$ cat config.mk
export PLATFORM = sky130hd
export DESIGN_NAME = requant_scheduler
export DESIGN_NICKNAME = d
export VERILOG_FILES = /design/src/rtl/requant_scheduler.sv
export SDC_FILE = /design/constraint.sdc
export NUM_CORES = 1
export LEC_CHECK = 0
export ABC_AREA = 1
export BUFFER_PORTS_ARGS = -buffer_cell sky130_fd_sc_hd__buf_2
export CAP_MARGIN = 30
export CORE_AREA = 2 2 183 185
export CTS_CLUSTER_SIZE = 12
export DETAILED_ROUTE_END_ITERATION = 7
export DIE_AREA = 0 0 185 187
export PLACE_DENSITY = 0.7
export SLEW_MARGIN = 20
export SYNTH_ARGS = -nofsm -noshare
export SYNTH_HDL_FRONTEND = slang
export SYNTH_SLANG_ARGS = --single-unit
$ cat constraint.sdc
create_clock -name clk_i -period 6.6 [get_ports clk_i]
set_input_delay 0.66 -clock clk_i [delete_from_list [all_inputs] [get_ports clk_i]]
set_output_delay 0.66 -clock clk_i [all_outputs]
set_load 0.02 [all_outputs]
$ cat src/rtl/requant_scheduler.sv
// Shares one Int32->Int8 requantizer among NUM_CH channels. It keeps per-channel (m0, n) config,
// grants requests round-robin under a credit limit, and buffers tagged results in a FWFT FIFO.
module requant_scheduler #(
    parameter int NUM_CH       = 4,
    parameter int IN_W         = 32,
    parameter int OUT_W        = 8,
    parameter int MAX_INFLIGHT = 4
) (
    input  logic                      clk_i,
    input  logic                      rst_ni,
    input  logic                      cfg_we_i,
    input  logic [$clog2(NUM_CH)-1:0] cfg_ch_i,
    input  logic [IN_W-1:0]           cfg_m0_i,
    input  logic [3:0]                cfg_n_i,
    input  logic [NUM_CH-1:0]         req_valid_i,
    input  logic [NUM_CH*IN_W-1:0]    req_data_i,
    output logic [NUM_CH-1:0]         req_ready_o,
    output logic                      rq_valid_o,
    output logic [IN_W-1:0]           rq_data_o,
    output logic [IN_W-1:0]           rq_m0_o,
    output logic [3:0]                rq_n_o,
    output logic                      rq_ready_o,
    input  logic                      rq_valid_i,
    input  logic [OUT_W-1:0]          rq_data_i,
    output logic                      out_valid_o,
    output logic [OUT_W-1:0]          out_data_o,
    output logic [$clog2(NUM_CH)-1:0] out_ch_o,
    input  logic                      out_ready_i,
    output logic                      err_o
);
    localparam int CW = $clog2(NUM_CH);
    localparam int DW = (MAX_INFLIGHT > 1) ? $clog2(MAX_INFLIGHT) : 1;
    localparam int QW = DW + 1;
    localparam int EW = CW + OUT_W;

    logic [IN_W-1:0]   r_m0 [NUM_CH];
    logic [3:0]        r_n  [NUM_CH];
    logic [CW-1:0]     r_ptr;
    logic              r_rq_valid;
    logic [IN_W-1:0]   r_rq_data;
    logic [IN_W-1:0]   r_rq_m0;
    logic [3:0]        r_rq_n;
    logic              r_err;

    logic [CW-1:0]     r_tag_mem [MAX_INFLIGHT];
    logic [DW-1:0]     r_tag_wr;
    logic [DW-1:0]     r_tag_rd;
    logic [QW-1:0]     r_tag_cnt;
    logic [EW-1:0]     r_out_mem [MAX_INFLIGHT];
    logic [DW-1:0]     r_out_wr;
    logic [DW-1:0]     r_out_rd;
    logic [QW-1:0]     r_out_cnt;

    logic [IN_W-1:0]   w_op [NUM_CH];
    logic [NUM_CH-1:0] w_gnt;
    logic [CW-1:0]     w_gnt_ch;
    logic [CW:0]       w_idx;
    logic              w_found;
    logic [QW:0]       w_used;
    logic              w_credit_ok;
    logic              w_tag_pop;
    logic              w_err_set;
    logic              w_out_pop;
    logic [EW-1:0]     w_head;

    genvar g;
    generate
        for (g = 0; g < NUM_CH; g++) begin : g_op
            assign w_op[g] = req_data_i[g*IN_W +: IN_W];
        end
    endgenerate

    // Credits cover both results still in the requantizer and results waiting in the output FIFO.
    assign w_used      = {1'b0, r_tag_cnt} + {1'b0, r_out_cnt};
    assign w_credit_ok = (w_used < (QW+1)'(MAX_INFLIGHT));

    // Round-robin pick: first valid channel at or after the pointer, only while credit remains.
    always_comb begin
        w_gnt    = '0;
        w_gnt_ch = '0;
        w_found  = 1'b0;
        w_idx    = '0;
        for (int i = 0; i < NUM_CH; i++) begin
            w_idx = {1'b0, r_ptr} + (CW+1)'(i);
            if (w_idx >= (CW+1)'(NUM_CH)) begin
                w_idx = w_idx - (CW+1)'(NUM_CH);
            end else begin
                w_idx = w_idx;
            end
            if (!w_found && w_credit_ok && req_valid_i[w_idx[CW-1:0]]) begin
                w_gnt[w_idx[CW-1:0]] = 1'b1;
                w_gnt_ch             = w_idx[CW-1:0];
                w_found              = 1'b1;
            end else begin
                w_found = w_found;
            end
        end
    end

    assign w_tag_pop = rq_valid_i && (r_tag_cnt != '0);
    assign w_err_set = rq_valid_i && (r_tag_cnt == '0);
    assign w_out_pop = out_valid_o && out_ready_i;

    // Per-channel scaling config; an issue in the same cycle still sees the old value.
    always_ff @(posedge clk_i or negedge rst_ni) begin
        if (!rst_ni) begin
            for (int k = 0; k < NUM_CH; k++) begin
                r_m0[k] <= '0;
                r_n[k]  <= '0;
            end
        end else if (cfg_we_i && (int'(cfg_ch_i) < NUM_CH)) begin
            r_m0[cfg_ch_i] <= cfg_m0_i;
            r_n[cfg_ch_i]  <= cfg_n_i;
        end
    end

    // Arbiter pointer and registered issue stage.
    always_ff @(posedge clk_i or negedge rst_ni) begin
        if (!rst_ni) begin
            r_ptr      <= '0;
            r_rq_valid <= 1'b0;
            r_rq_data  <= '0;
            r_rq_m0    <= '0;
            r_rq_n     <= '0;
        end else begin
            r_rq_valid <= w_found;
            if (w_found) begin
                r_ptr     <= (w_gnt_ch == CW'(NUM_CH - 1)) ? '0 : w_gnt_ch + CW'(1);
                r_rq_data <= w_op[w_gnt_ch];
                r_rq_m0   <= r_m0[w_gnt_ch];
                r_rq_n    <= r_n[w_gnt_ch];
            end
        end
    end

    // FIFO storage; emptiness is tracked by the counters, so the arrays need no reset.
    always_ff @(posedge clk_i) begin
        if (w_found) begin
            r_tag_mem[r_tag_wr] <= w_gnt_ch;
        end
        if (w_tag_pop) begin
            r_out_mem[r_out_wr] <= {r_tag_mem[r_tag_rd], rq_data_i};
        end
    end

    // FIFO pointers, occupancy counters and the sticky orphan-result flag.
    always_ff @(posedge clk_i or negedge rst_ni) begin
        if (!rst_ni) begin
            r_tag_wr  <= '0;
            r_tag_rd  <= '0;
            r_tag_cnt <= '0;
            r_out_wr  <= '0;
            r_out_rd  <= '0;
            r_out_cnt <= '0;
            r_err     <= 1'b0;
        end else begin
            if (w_found) begin
                r_tag_wr <= r_tag_wr + DW'(1);
            end
            if (w_tag_pop) begin
                r_tag_rd <= r_tag_rd + DW'(1);
                r_out_wr <= r_out_wr + DW'(1);
            end
            if (w_out_pop) begin
                r_out_rd <= r_out_rd + DW'(1);
            end
            if (w_err_set) begin
                r_err <= 1'b1;
            end
            r_tag_cnt <= r_tag_cnt + QW'(w_found) - QW'(w_tag_pop);
            r_out_cnt <= r_out_cnt + QW'(w_tag_pop) - QW'(w_out_pop);
        end
    end

    assign w_head      = r_out_mem[r_out_rd];
    assign out_valid_o = (r_out_cnt != '0);
    assign out_data_o  = out_valid_o ? w_head[OUT_W-1:0] : '0;
    assign out_ch_o    = out_valid_o ? w_head[EW-1:OUT_W] : '0;
    assign req_ready_o = w_gnt;
    assign rq_valid_o  = r_rq_valid;
    assign rq_data_o   = r_rq_data;
    assign rq_m0_o     = r_rq_m0;
    assign rq_n_o      = r_rq_n;
    assign rq_ready_o  = 1'b1;
    assign err_o       = r_err;
endmodule

Word-level counts from Yosys, hierarchy flattened
Memory sizes are Yosys's and may differ from the RTL's.
Cells that the tools add are included.
W data, S select, Z words.
- memories kept: 2
- output and inout bits: 86
- word-level logic and storage cells: 136
- memory bits (writable): 48
- register bits: 230
- bits of input ports: 183
- memories (name ; depth ; width ; read ports ; clocked after Yosys merged registers in ; wr ports ; line ; RTL):
    r_out_mem ; 4 ; 10 ; 1 ; 0 ; 1 ; 49 ; logic [EW-1:0] r_out_mem [MAX_INFLIGHT];
    r_tag_mem ; 4 ; 2 ; 1 ; 0 ; 1 ; 45 ; logic [CW-1:0] r_tag_mem [MAX_INFLIGHT];
- reductions and logical operators: 21
- mux-type cells: 54
- add/sub/neg operators: 17
- order comparisons: 16
- bitwise operators: 5
- equality and inequality tests: 1
- operators with widths (cell ; number):
    $mux W32 ; 5
    $bmux W32 S2 ; 2
    $bwmux W128 ; 1
    $demux W32 S2 ; 1
    $mux W4 ; 7
    $mux W2 ; 10
    $bwmux W16 ; 1
    $mux W1 ; 16
    $ge A3 B3 Y1 const B ; 5
    $logic_and A1 B1 Y1 ; 15
    $lt A2 B3 Y1 const B ; 4
    $or A4 B4 Y4 ; 3
    $add A2 B1 Y2 const B ; 5
    $bmux W1 S2 ; 4
    $bmux W4 S2 ; 1
    $demux W1 S2 ; 4
    $demux W4 S2 ; 1
    $ge A2 B1 Y1 const B ; 4
    $mux W8 ; 1
    $sub A2 B1 Y2 const B ; 4
    $add A2 B2 Y3 const B ; 2
    $add A3 B1 Y3 ; 2
    $not A2 Y3 ; 2
    $reduce_bool A3 Y1 ; 2
    9 further kinds ; 12

Longest topological paths before layout
- depth in word-level cells: 22
- depth in mapped cells: 17
- gate-level depth less buffers: 16

Least setup slack after synthesis
Ideal clock, no wire load.
- path type: register to register
- start point: register r_ptr[1]
- end point: register r_tag_cnt[2]
- cell stages (with the launch flop): 18
- path buffers: 1
- slack: 3.539 ns
- required time: 6.477 ns
- clock period less this slack: 3.061 ns
- arrival: 2.939 ns
- library setup time: 0.123 ns
- cells stage by stage: dfrtp_1 inv_1 ha_1 inv_2 nand3_1 nand2_2 inv_1 nand3_2 nand3_2 nand2_2 inv_2 clkbuf_1 ha_1 inv_1 ha_1 inv_1 fa_1 xnor2_1
- cells in the longest elaborated chain, start to end: 20
- elaborated cells between the ends (all ways): 39
- those cells by class: add/sub: 9; order compare: 4; mux: 16; reduce/logical: 10
- ends and longest elaborated chain (what ; line ; RTL):
    from (decl) ; 38 ; logic [CW-1:0] r_ptr;
    from (signal assigned) ; 128 ; r_ptr <= (w_gnt_ch == CW'(NUM_CH - 1)) ? '0 : w_gnt_ch + CW'(1);
    $ge A2 B3 Y1 or $sub A2 B1 Y2 (tied branches) ; 85, 86 ;
    $mux W2 ; 85 ; if (w_idx >= (CW+1)'(NUM_CH)) begin
    $bmux W1 S2 ; 90 ; if (!w_found && w_credit_ok && req_valid_i[w_idx[CW-1:0]]) begin
    $mux W1 (not written as such) ; 90 ;
    $logic_and A1 B1 Y1 ; 90 ;
    $mux W1 ; 90 ;
    $logic_not A1 Y1 ; 90 ;
    $logic_and A1 B1 Y1 (2 in series) ; 90 ;
    $mux W1 ; 90 ;
    $logic_not A1 Y1 ; 90 ;
    $logic_and A1 B1 Y1 (2 in series) ; 90 ;
    $mux W1 ; 90 ;
    $logic_not A1 Y1 ; 90 ;
    $logic_and A1 B1 Y1 (2 in series) ; 90 ;
    $mux W1 * ; 90 ;
    $add A3 B1 Y3 * ; 170 ; r_tag_cnt <= r_tag_cnt + QW'(w_found) - QW'(w_tag_pop);
    $sub A3 B1 Y3 * ; 170 ;
    to (signal assigned) ; 170 ;
    to (decl) ; 48 ; logic [QW-1:0] r_tag_cnt;
Mark *: on every way between the ends. The rest lies on a longest branch, timed or not. The select of a mux whose other input is x is not followed.
A chain may end at the register's enable or synchronous reset.

Worst setup path after layout
- start point: register r_ptr[1]
- end point: register r_rq_data[2], in the netlist rq_data_o[2]
- cells in the longest elaborated chain, start to end: 22
- elaborated cells between the ends (all ways): 45
- those cells by class: add/sub: 7; order compare: 4; mux: 23; bitwise: 1; reduce/logical: 10
- ends and longest elaborated chain (what ; line ; RTL):
    $ge A2 B3 Y1 or $sub A2 B1 Y2 (tied branches) ; 85, 86 ;
    $mux W2 ; 85 ;
    $bmux W1 S2 ; 90 ;
    $mux W1 (not written as such) ; 90 ;
    $logic_and A1 B1 Y1 ; 90 ;
    $mux W1 ; 90 ;
    $logic_not A1 Y1 ; 90 ;
    $logic_and A1 B1 Y1 (2 in series) ; 90 ;
    [2 not listed] ; -- ;
    $logic_and A1 B1 Y1 (2 in series) ; 90 ;
    $mux W1 ; 90 ;
    $logic_not A1 Y1 ; 90 ;
    $logic_and A1 B1 Y1 (2 in series) ; 90 ;
    $mux W2 ; 90 ;
    $not A2 Y3 (not written as such) ; 129 ; r_rq_data <= w_op[w_gnt_ch];
    $bmux W32 S2 ; 129 ;
    $mux W32 (not written as such) (2 in series) ; 129 ;
    to (signal assigned) ; 129 ;
    to (decl) ; 40 ; logic [IN_W-1:0] r_rq_data;
Several ways; a longest one is shown, not always the timed one. The select of a mux whose other input is x is not followed.

==> run metrics <==
Logic pwr share=0.588; R2R setup slack=2.80 ns; Crit Path Class=flop to flop; chip height=187 µm; Worst setup EP type=flop; Core ar.=0.0329 mm²; VDD IR max=0.000505 V; most common cell after layout, fill and taps aside=nand2_1; YS warnings=0; CTS clk-pin slew, worst paths=0.06 ns; post-DP HPWL=24,000 µm; CP max FO=87; # port buffers=267; hold slack=0.102 ns; router iterations before antenna repair=7; initial core utilization=0.442; Worst-Skew Late Latency=0.56 ns; Root Buffer=clkbuf_16; cells after synthesis=1,925; post-synth net total=2,128; Hold/Removal Path Class=input pin to async pin; RSZ-0062 raised after global routing=false; TritonCTS Buffers=30; CTS tree=done; relative slew slack=0.351; Wirelength per Cell=15.1 µm; Die Wd=185 µm; gp weighted congestion=0.883; I/O pin count=269; Vias/cell=5.01; CTS Hold Bufs=0; Initial DRC Count=1,129; setup bufs post-CTS=0; power density cells=606 mW/mm²; share of layout cells above drive strength 1=0.166; XOR/XNOR Fraction of Synth Area=0.00483; run status=complete, no violations; register area share after synthesis=0.496; Async SR Flop Fraction=0.827; Finish-stage setup viols=0; CTS Sinks=278; switching fraction of total power=0.504; largest net degree at the start of global routing=115; Post-synth EDFFs=48; Critical Path AT=4.25 ns; Final Hold Vio Count=0; Post-Route WL=39,300 µm; post-synthesis compound-gate area fraction=0.0692; Post-Synth Adder-Cell Area=0.0183; Max Slew Vio Count=0; multiplexer share of the synthesized area=0; Int Pwr=5.14 mW; Syn Area/Cell=7.54 µm²; nets@finish=2,332; GRT Total Usage=0.230; total grt overflow=0; initial antenna violation count=3; Setup crit start kind=flop; DRC=0; Post-Syn Area=0.0145 mm²; row count=67; die area=0.0346 mm²; most frequent cells in the layout=nand2_1, nand3_1, inv_1, buf_2, dfrtp_1; Leakage=9.45 nW; antenna-violating nets left=0; Layout area overhead=17.8%; post-synth cell types=35; Main synth FF type=dfrtp_1; Max Clock Freq=0.263 GHz; fin crit period=3.80 ns; vias=13,032; max_cap viols=0; fin crit share=0.576; Tightest Pin Transition=0.971 ns; #FFs+latches synth=278; register share of total power=0.255; Clock Power Share=0.157; WP data required=7.05 ns; largest family of logic cells by synthesized area=simple AND/OR/NAND/NOR gates; vias in the first global route=12,707; Resized Gates After CTS=0; H-Tree Depth=1; Longest Clk Path Bufs=3; total negative slack=0 ns; Layout Skew=0.0134 ns; Sw Pwr=5.22 mW; first-pass GRT wire length=64,500 µm; post-synthesis simple-gate area fraction=0.284
==> per-stage QoR <==
| step | worst slack, ns | area [µm²] | util | power, mW | std cells |
|---|---|---|---|---|---|
| after global routing | 2.45 | 17100 | 0.520 | 11.3 | 2602 |
| after floorplan | 3.54 | 14500 | - | 7.08 | 1925 |
| after detailed placement | 2.76 | 16100 | 0.489 | 8.69 | 2540 |
| after global placement | 2.88 | 16100 | 0.489 | 8.56 | 2540 |
| after CTS | 2.76 | 17000 | 0.518 | 10.4 | 2594 |
| final | 2.80 | 17100 | 0.520 | 10.4 | 2602 |
==> layer usage <==
metal / vias to the layer above / routed length, µm / global-route usage
li1: 6411 / - / -
met1: 6109 / 17200 / 0.305
met2: 437 / 18500 / 0.389
met3: 75 / 2570 / 0.0329
met4: 0 / 1100 / 0.0757
met5: - / 0 / 0
==> final cells by class <==
type / count / area [µm²]
Clock buffer: 47 / 885
Multi-Input combinational cell: 1183 / 5530
Fill cell: 3210 / 15800
Inverter: 349 / 1310
Antenna cell: 3 / 7.51
Timing Repair Buffer: 287 / 1540
Tap cell: 448 / 561
Clock inverter: 7 / 80.1
Sequential cell: 278 / 7200
==> worst max-delay path, cell delays in order (launching register included) <==
cell and delay [ns]:
dfrtp_1 0.49, inv_1 0.18, ha_1 0.42, inv_2 0.08, nand3_1 0.10, nand2_2 0.10
inv_1 0.08, nand3_2 0.14, nand4_1 0.21, buf_4 0.72, buf_4 0.63, nand3_1 0.16
nand3_1 0.13, nand2_1 0.07, nand2_1 0.06, nand2_1 0.05
==> synthesized netlist by cell type, types with 5 or more instances <==
master	instances	area (µm²)
a21oi_1	11	55.1
buf_2	45	225
buf_4	12	90.1
clkbuf_1	53	199
dfrtp_1	230	5760
edfxtp_1	48	1440
ha_1	18	225
inv_1	345	1290
nand2_1	518	1940
nand2_2	6	37.5
nand3_1	353	1770
nand3_2	5	50.1
nor2_1	65	244
o21ai_0	173	866
==> power by group through the flow <==
stage / Sequential, mW / Combinational (mW) / Clock (mW)
6_report: 2.64 / 6.09 / 1.63
5_1_grt: 2.70 / 6.88 / 1.73
4_1_cts: 2.64 / 6.04 / 1.67
3_5_place_dp: 2.67 / 6.02 / 0
3_3_place_gp: 2.66 / 5.91 / 0
2_1_floorplan: 2.82 / 4.26 / 0
==> cells by family after synthesis <==
logic type / after synthesis
xor gates and xnor gates: 8
adders and majority gates: 20
and+or+nand+nor: 958
DFF: 278
buffers and inverters: 464
AOI/OAI and AO/OA: 196
other: 1
==> path summary, 6_finish.rpt <==
check                                           start                   endpoint  cells past startpoint
worst max-delay path             r_ptr[1]$_DFFE_PN0P_   rq_data_o[2]$_DFFE_PN0P_                     15
worst min-delay path                           rst_ni  rq_data_o[24]$_DFFE_PN0P_                      1
worst max register to register   r_ptr[1]$_DFFE_PN0P_   rq_data_o[2]$_DFFE_PN0P_                     15
worst min register to register  rq_n_o[1]$_DFFE_PN0P_      rq_n_o[1]$_DFFE_PN0P_                      2
max in group asynchronous                      rst_ni       r_m0[16]$_DFFE_PN0P_                      2
min in group clk_i                       rq_data_i[7]  r_out_mem[1][7]$_DFFE_PP_                      1
==> registers in the layout, summed over array words and instances (netlist names) <==
name and flops:
rq_m0_o 32, err_o 1, r_tag_cnt 3, r_out_mem 40, rq_n_o 4, rq_valid_o 1, r_tag_mem 8, r_n 16
r_out_rd 2, r_out_wr 2, r_tag_rd 2, r_ptr 2, rq_data_o 32, r_tag_wr 2, r_out_cnt 3, r_m0 128
Note: power is estimated with default switching activity, not from simulation.
